## src/rtl/userio_spi_master_if.sv

```systemverilog
// Control-side byte stream of the OSD SPI master: transmit handshake, abort,
// and the received-byte strobe with its first-byte qualifier.
interface userio_spi_master_if;
  logic [7:0] tx_data;
  logic       tx_last;
  logic       tx_valid;
  logic       tx_ready;
  logic       abort;
  logic [7:0] rx_data;
  logic       rx_valid;
  logic       rx_first;
  logic       busy;

  modport master (
    output tx_data, tx_last, tx_valid, abort,
    input  tx_ready, rx_data, rx_valid, rx_first, busy
  );

  modport slave (
    input  tx_data, tx_last, tx_valid, abort,
    output tx_ready, rx_data, rx_valid, rx_first, busy
  );
endinterface

```

## src/rtl/userio_spi_master.sv

```systemverilog
// Host-side SPI master for the OSD link: SCK idles high, data changes on the
// falling edge, MSB first, chip select held low across a whole transaction.
module userio_spi_master #(
  parameter int CLK_DIV = 4
) (
  input  logic               clk,
  input  logic               _reset,
  userio_spi_master_if.slave ctl,
  output logic               _scs,
  output logic               sck,
  output logic               sdo,
  input  logic               sdi
);
  localparam logic [7:0] DIV_LAST = 8'(CLK_DIV - 1);

  typedef enum logic [2:0] {IDLE, SETUP, LOW, HIGH, WAIT, GAP} state_t;

  state_t     state;
  logic [7:0] div_cnt;
  logic [2:0] bit_cnt;
  logic [7:0] tx_shift;
  logic [6:0] rx_shift;
  logic       last_q;
  logic       first_q;
  logic       sdi_meta;
  logic       sdi_sync;
  logic       accept;
  logic       div_done;
  logic       byte_done;
  logic       abortable;
  logic       go_gap;

  assign ctl.tx_ready = (state == IDLE) || (state == WAIT);
  assign accept       = ctl.tx_valid && ctl.tx_ready;
  assign div_done     = (div_cnt == DIV_LAST);
  assign byte_done    = (state == HIGH) && div_done && (bit_cnt == 3'd7);
  assign abortable    = (state == SETUP) || (state == LOW) || (state == HIGH) || (state == WAIT);
  // A byte that completes together with abort is still reported before GAP.
  assign go_gap       = (ctl.abort && abortable) || (byte_done && last_q);

  always_ff @(posedge clk or negedge _reset) begin
    if (!_reset) begin
      state        <= IDLE;
      div_cnt      <= '0;
      bit_cnt      <= '0;
      tx_shift     <= '0;
      rx_shift     <= '0;
      last_q       <= 1'b0;
      first_q      <= 1'b0;
      sdi_meta     <= 1'b0;
      sdi_sync     <= 1'b0;
      _scs         <= 1'b1;
      sck          <= 1'b1;
      sdo          <= 1'b0;
      ctl.rx_data  <= '0;
      ctl.rx_valid <= 1'b0;
      ctl.rx_first <= 1'b0;
      ctl.busy     <= 1'b0;
    end else begin
      sdi_meta     <= sdi;
      sdi_sync     <= sdi_meta;
      ctl.rx_valid <= 1'b0;
      ctl.rx_first <= 1'b0;
      div_cnt      <= div_cnt + 8'd1;
      case (state)
        IDLE: begin
          div_cnt <= '0;
          if (accept) begin
            state    <= SETUP;
            tx_shift <= ctl.tx_data;
            last_q   <= ctl.tx_last;
            first_q  <= 1'b1;
            bit_cnt  <= '0;
            _scs     <= 1'b0;
            sck      <= 1'b1;
            sdo      <= ctl.tx_data[7];
            ctl.busy <= 1'b1;
          end
        end
        SETUP: begin
          if (div_done) begin
            state   <= LOW;
            div_cnt <= '0;
            sck     <= 1'b0;
            sdo     <= tx_shift[7];
          end
        end
        LOW: begin
          if (div_done) begin
            state   <= HIGH;
            div_cnt <= '0;
            sck     <= 1'b1;
          end
        end
        HIGH: begin
          if (div_done) begin
            div_cnt  <= '0;
            tx_shift <= {tx_shift[6:0], 1'b0};
            rx_shift <= {rx_shift[5:0], sdi_sync};
            bit_cnt  <= bit_cnt + 3'd1;
            if (bit_cnt == 3'd7) begin
              state        <= WAIT;
              ctl.rx_valid <= 1'b1;
              ctl.rx_data  <= {rx_shift, sdi_sync};
              ctl.rx_first <= first_q;
              first_q      <= 1'b0;
            end else begin
              state <= LOW;
              sck   <= 1'b0;
              sdo   <= tx_shift[6];
            end
          end
        end
        WAIT: begin
          div_cnt <= '0;
          if (accept) begin
            state    <= LOW;
            tx_shift <= ctl.tx_data;
            last_q   <= ctl.tx_last;
            sck      <= 1'b0;
            sdo      <= ctl.tx_data[7];
          end
        end
        GAP: begin
          if (div_done) begin
            state    <= IDLE;
            div_cnt  <= '0;
            ctl.busy <= 1'b0;
          end
        end
        default: state <= IDLE;
      endcase
      if (go_gap) begin
        state   <= GAP;
        div_cnt <= '0;
        _scs    <= 1'b1;
        sck     <= 1'b1;
        sdo     <= 1'b0;
      end
    end
  end
endmodule

```

## src/flat_wrapper.sv

```systemverilog
// flat-port wrapper written by rule: the top's interface ports become plain ports
module userio_spi_master_flat 
#(
  parameter int CLK_DIV = 4
)
  (clk, _reset, _scs, sck, sdo, sdi, ctl_tx_data, ctl_tx_last, ctl_tx_valid, ctl_abort, ctl_tx_ready, ctl_rx_data, ctl_rx_valid, ctl_rx_first, ctl_busy);
  userio_spi_master_if ctl_i ();
  input  logic clk;
  input  logic _reset;
  output logic _scs;
  output logic sck;
  output logic sdo;
  input  logic sdi;
  input wire logic [$bits(ctl_i.tx_data)-1:0] ctl_tx_data;
  input wire logic [$bits(ctl_i.tx_last)-1:0] ctl_tx_last;
  input wire logic [$bits(ctl_i.tx_valid)-1:0] ctl_tx_valid;
  input wire logic [$bits(ctl_i.abort)-1:0] ctl_abort;
  output wire logic [$bits(ctl_i.tx_ready)-1:0] ctl_tx_ready;
  output wire logic [$bits(ctl_i.rx_data)-1:0] ctl_rx_data;
  output wire logic [$bits(ctl_i.rx_valid)-1:0] ctl_rx_valid;
  output wire logic [$bits(ctl_i.rx_first)-1:0] ctl_rx_first;
  output wire logic [$bits(ctl_i.busy)-1:0] ctl_busy;
  assign ctl_i.tx_data = ctl_tx_data;
  assign ctl_i.tx_last = ctl_tx_last;
  assign ctl_i.tx_valid = ctl_tx_valid;
  assign ctl_i.abort = ctl_abort;
  assign ctl_tx_ready = ctl_i.tx_ready;
  assign ctl_rx_data = ctl_i.rx_data;
  assign ctl_rx_valid = ctl_i.rx_valid;
  assign ctl_rx_first = ctl_i.rx_first;
  assign ctl_busy = ctl_i.busy;
  userio_spi_master #(.CLK_DIV(CLK_DIV)) u_core (.clk(clk), ._reset(_reset), .ctl(ctl_i), ._scs(_scs), .sck(sck), .sdo(sdo), .sdi(sdi));
endmodule
```

## config.mk

```make
export PLATFORM = sky130hd
export DESIGN_NAME = userio_spi_master_flat
export DESIGN_NICKNAME = d
export VERILOG_FILES = /design/src/rtl/userio_spi_master_if.sv /design/src/rtl/userio_spi_master.sv /design/src/flat_wrapper.sv
export SDC_FILE = /design/constraint.sdc
export NUM_CORES = 1
export LEC_CHECK = 0
export CAP_MARGIN = 20
export CORE_ASPECT_RATIO = 2
export CORE_UTILIZATION = 42
export CTS_CLUSTER_DIAMETER = 100
export CTS_CLUSTER_SIZE = 12
export DETAILED_ROUTE_END_ITERATION = 10
export PLACE_DENSITY = 0.76
export SYNTH_ARGS = -nofsm -noshare
export SYNTH_HDL_FRONTEND = slang
export SYNTH_SLANG_ARGS = --single-unit
```

## constraint.sdc

```tcl
create_clock -name clk -period 2.55 [get_ports clk]
set_input_delay 0.765 -clock clk [delete_from_list [all_inputs] [get_ports clk]]
set_output_delay 0.765 -clock clk [all_outputs]
set_load 0.005 [all_outputs]
```

==> run_results.csv <==
group,metric,value,unit
synthesis,main_combinational_cell_family_by_area_after_synthesis,"simple AND/OR/NAND/NOR gates",
synthesis,synth_area,2151,um^2
detailed_routing,route.vias.total,1535,
synthesis,synth_enable_flop_cells,0,
layout,num-nets-final,243,
die,die_height,103.2,um
cts,clock-root-buffer,"sky130_fd_sc_hd__clkbuf_8",
hold_path,worst_hold_path_type,"flip-flop to flip-flop",
layout,finish.utilization,0.5306,
synthesis,post_synthesis_adder_cell_area_fraction,0.01745,
die,die_area,5428,um^2
placed_design,placed_cell_area,2520,um^2
global_routing,grt_start_max_net_pins,32,
timing,hold_ws,0.3694,ns
detailed_routing,top_signal_layer_used,"met4",
layout,layout-drive-gt1-share,0.1762,
placed_design,place.detailed.hpwl,2.967,mm
timing,fin_tns_setup,0,ns
timing,max_slew_margin,0.5629,
cts,postCtsHoldBufs,0,
synthesis,synth.yosys.warnings,0,
cts,number_of_gates_given_a_new_drive_strength_after_cts,0,
cts,postCtsSetupRepairBufs,0,
synthesis,post_synth_and_or_nand_nor_area_fraction,0.1582,
detailed_routing,detail_route.wirelength.met1,1.542,mm
synthesis,yosys_register_bits,47,
setup_path,timing.critical_path.cells,"nor2_2 > clkdlybuf4s50_1",
setup_path,end_kind,"primary output",
synthesis,synth.yosys.seq_area_share,0.5480,
setup_path,setup.worst_path.start_class,"flip-flop",
detailed_routing,post-route-drc-count,0,
detailed_routing,detailroute.wirelength.met3,112,um
die,placeableCoreArea,4910,um^2
die,ios,29,
global_routing,track_usage,0.1732,
timing,worst_pin_slew,0.6557,ns
timing,final_min_period_over_clock_period,0.8981,
synthesis,post_synthesis_mux_area_share,0.1303,
timing,timing.final.setup_violations,0,
status,status,"finished clean",
layout,areaGrowthSynthToFinish,21.12,%
placed_design,gp_routability_congestion,0.8787,
layout,nFillCells,442,
power_and_ir_drop,power_per_cell_area,872.5,nW/um^2
cts,cts.sink_count,47,
synthesis,synthFlopType,"sky130_fd_sc_hd__dfrtp_1",
detailed_routing,antenna_violating_nets_post_route,0,
synthesis,async_flop_share,1.000,
setup_path,critical-path-top-delay-family,"buffers and inverters",
global_routing,grt_antenna_before_repair,0,
timing,timing.final.hold_violations,0,
synthesis,post_synth_xor_area_fraction,0.02850,
global_routing,congestion_overflow_gr,0,
timing,finClkSkew,0.004884,ns
synthesis,ys_types,44,
cts,clkTransAtPathRegs,0.09,ns
global_routing,grt_first_pass_wirelength,6.851,mm
placed_design,port-buffer-count,28,
synthesis,synth_compound_gate_area_share,0.09657,
cts,clock_buffers_created_by_tritoncts,5,
detailed_routing,routed-wl-met2,2.198,mm
cts,clock_insertion_delay_worst_skew,0.29,ns
run,drv_cap,0,
setup_path,highest_fanout_seen_on_the_critical_path,5,
synthesis,synthCells,192,
setup_path,timing.critical_path.buf_inv,1,
power_and_ir_drop,power.leakage,0.001184,uW
timing,drv_slew,0,
synthesis,synth.net_count,209,
setup_path,timing_worst_setup_path_type,"flip-flop to primary output",
timing,finalCriticalPeriod,2.290,ns
detailed_routing,detail_route.iter0.violations,36,
power_and_ir_drop,report.power.total,2273,uW
global_routing,first_global_vias,1509,
layout,final_area,2605,um^2
timing,rsz0062_at_grt,"no",
detailed_routing,finalWirelength,3.975,mm
detailed_routing,vias_per_cell,5.405,
cts,tritoncts,"done",
cts,cts-htree-levels,2,
detailed_routing,dr.pass1.iters,4,
die,die_width,52.60,um
die,initial_core_util,0.4381,
setup_path,timing.critical_path.required,1.79,ns
setup_path,timing.critical_path.slowest_stage_cell,"sky130_fd_sc_hd__clkdlybuf4s50_1",
cts,clock_path_buffers,2,
synthesis,postSynthAreaPerCell,11.20,um^2
timing,maxClockFrequency,0.4366,GHz
power_and_ir_drop,power.ir.vdd_worst,561.6,uV
setup_path,critPathArrivalTime,1.53,ns
setup_path,max_stage_delay,0.54,ns
detailed_routing,post_drt_wl_per_cell,14.00,um
layout,num_antenna_cells,0,
die,core.rowCount,36,
[stage by stage]
step	instances	setup slack (ns)
final	284	0.2598
after floorplan	192	0.6973
after global placement	276	0.2994
after CTS	284	0.2380
after detailed placement	276	0.2462
after global routing	284	0.1827
[routing by layer]
metal	track usage	vias up
li1	-	746
met1	0.2006	746
met5	0	-
met2	0.2999	32
met3	0.02485	11
met4	0.09109	0
[flip-flops by register name, summed over array words and instances (netlist names), 3 cells and up]
name / flops
u_core.ctl.rx_data: 8
u_core.div_cnt: 8
u_core.tx_shift: 8
u_core.rx_shift: 7
u_core.bit_cnt: 3
u_core.state: 3
[cell families (layout without fill, tap and decap cells)]
family / count (synthesis) / in the layout
and+or+nand+nor: 63 / 63
DFF: 47 / 47
AOI/OAI and AO/OA: 35 / 35
muxes: 26 / 26
buffers and inverters: 11 / 46
xor gates and xnor gates: 7 / 7
adders and majority gates: 3 / 3
[report_power, final]
group | switching, uW | internal (uW) | leakage (uW)
clock network | 241 | 192 | 0.0000412
registers | 113 | 913 | 0.000615
logic | 431 | 382 | 0.000528
[worst paths after layout]
check | slack [ns] | startpoint | end | depth (start not counted)
max in group asynchronous | 1.41 | _reset | u_core._scs | 2
worst max register to register | 0.38 | u_core.div_cnt[0] | u_core.div_cnt[3] | 6
worst max-delay path | 0.26 | u_core.state[0] | ctl_tx_ready | 2
worst min register to register | 0.37 | u_core.sdi_meta | u_core.sdi_sync | 0
worst min-delay path | 0.37 | u_core.sdi_meta | u_core.sdi_sync | 0
min in group asynchronous | 0.49 | _reset | u_core.rx_shift[1] | 1
[synth_stat cells (2+ instances only)]
cell | n | share of area
sky130_fd_sc_hd__dfstp_2 | 2 | 0.024
sky130_fd_sc_hd__xor2_1 | 4 | 0.016
sky130_fd_sc_hd__inv_1 | 2 | 0.0035
sky130_fd_sc_hd__dfrtp_1 | 45 | 0.52
sky130_fd_sc_hd__o21ai_1 | 9 | 0.021
sky130_fd_sc_hd__o21ai_0 | 9 | 0.021
sky130_fd_sc_hd__nand3_1 | 3 | 0.0070
sky130_fd_sc_hd__buf_1 | 2 | 0.0035
sky130_fd_sc_hd__ha_1 | 3 | 0.017
sky130_fd_sc_hd__nor2_1 | 17 | 0.030
sky130_fd_sc_hd__buf_2 | 3 | 0.0070
sky130_fd_sc_hd__nand2b_1 | 3 | 0.0087
sky130_fd_sc_hd__mux2_2 | 16 | 0.084
sky130_fd_sc_hd__o21a_1 | 2 | 0.0070
sky130_fd_sc_hd__mux2i_1 | 10 | 0.047
sky130_fd_sc_hd__o22a_1 | 2 | 0.0081
sky130_fd_sc_hd__nand4_1 | 2 | 0.0058
sky130_fd_sc_hd__a21oi_1 | 6 | 0.014
sky130_fd_sc_hd__xnor2_1 | 3 | 0.012
sky130_fd_sc_hd__a31oi_1 | 2 | 0.0058
sky130_fd_sc_hd__nand2_1 | 20 | 0.035
sky130_fd_sc_hd__nand4b_1 | 2 | 0.0081
sky130_fd_sc_hd__clkbuf_1 | 4 | 0.0070
[cell usage in the layout (no fill, tap or decap), types with 2 or more instances in the layout]
| cell | Yosys | layout |
|---|---|---|
| sky130_fd_sc_hd__xnor2_1 | 3 | 3 |
| sky130_fd_sc_hd__clkdlybuf4s50_1 | 0 | 27 |
| sky130_fd_sc_hd__buf_4 | 0 | 8 |
| sky130_fd_sc_hd__mux2i_1 | 10 | 10 |
| sky130_fd_sc_hd__ha_1 | 3 | 3 |
| sky130_fd_sc_hd__nand2b_1 | 3 | 3 |
| sky130_fd_sc_hd__nand3_1 | 3 | 3 |
| sky130_fd_sc_hd__dfrtp_1 | 45 | 45 |
| sky130_fd_sc_hd__xor2_1 | 4 | 4 |
| sky130_fd_sc_hd__a21oi_1 | 6 | 6 |
| sky130_fd_sc_hd__inv_1 | 2 | 2 |
| sky130_fd_sc_hd__o22a_1 | 2 | 2 |
| sky130_fd_sc_hd__nand2_1 | 20 | 20 |
| sky130_fd_sc_hd__nand4b_1 | 2 | 2 |
| sky130_fd_sc_hd__nand4_1 | 2 | 2 |
| sky130_fd_sc_hd__o21ai_0 | 9 | 9 |
| sky130_fd_sc_hd__mux2_2 | 16 | 16 |
| sky130_fd_sc_hd__nor2_1 | 17 | 17 |
| sky130_fd_sc_hd__dfstp_2 | 2 | 2 |
| sky130_fd_sc_hd__o21ai_1 | 9 | 9 |
| sky130_fd_sc_hd__a31oi_1 | 2 | 2 |
| sky130_fd_sc_hd__clkbuf_8 | 0 | 5 |
| sky130_fd_sc_hd__o21a_1 | 2 | 2 |
[cell type report]
class                      count  area, um^2  share of cell area
clock buffer                   6       72.57             0.02786
clock inverter                 2       12.51            0.004803
inverter                       2       7.507            0.002882
multi-input combinational    134       927.1              0.3559
sequential                    47        1179              0.4524
tap                           57       71.32             0.02738
timing repair buffer          36       335.3              0.1287
Note: power is estimated with default switching activity, not from simulation.
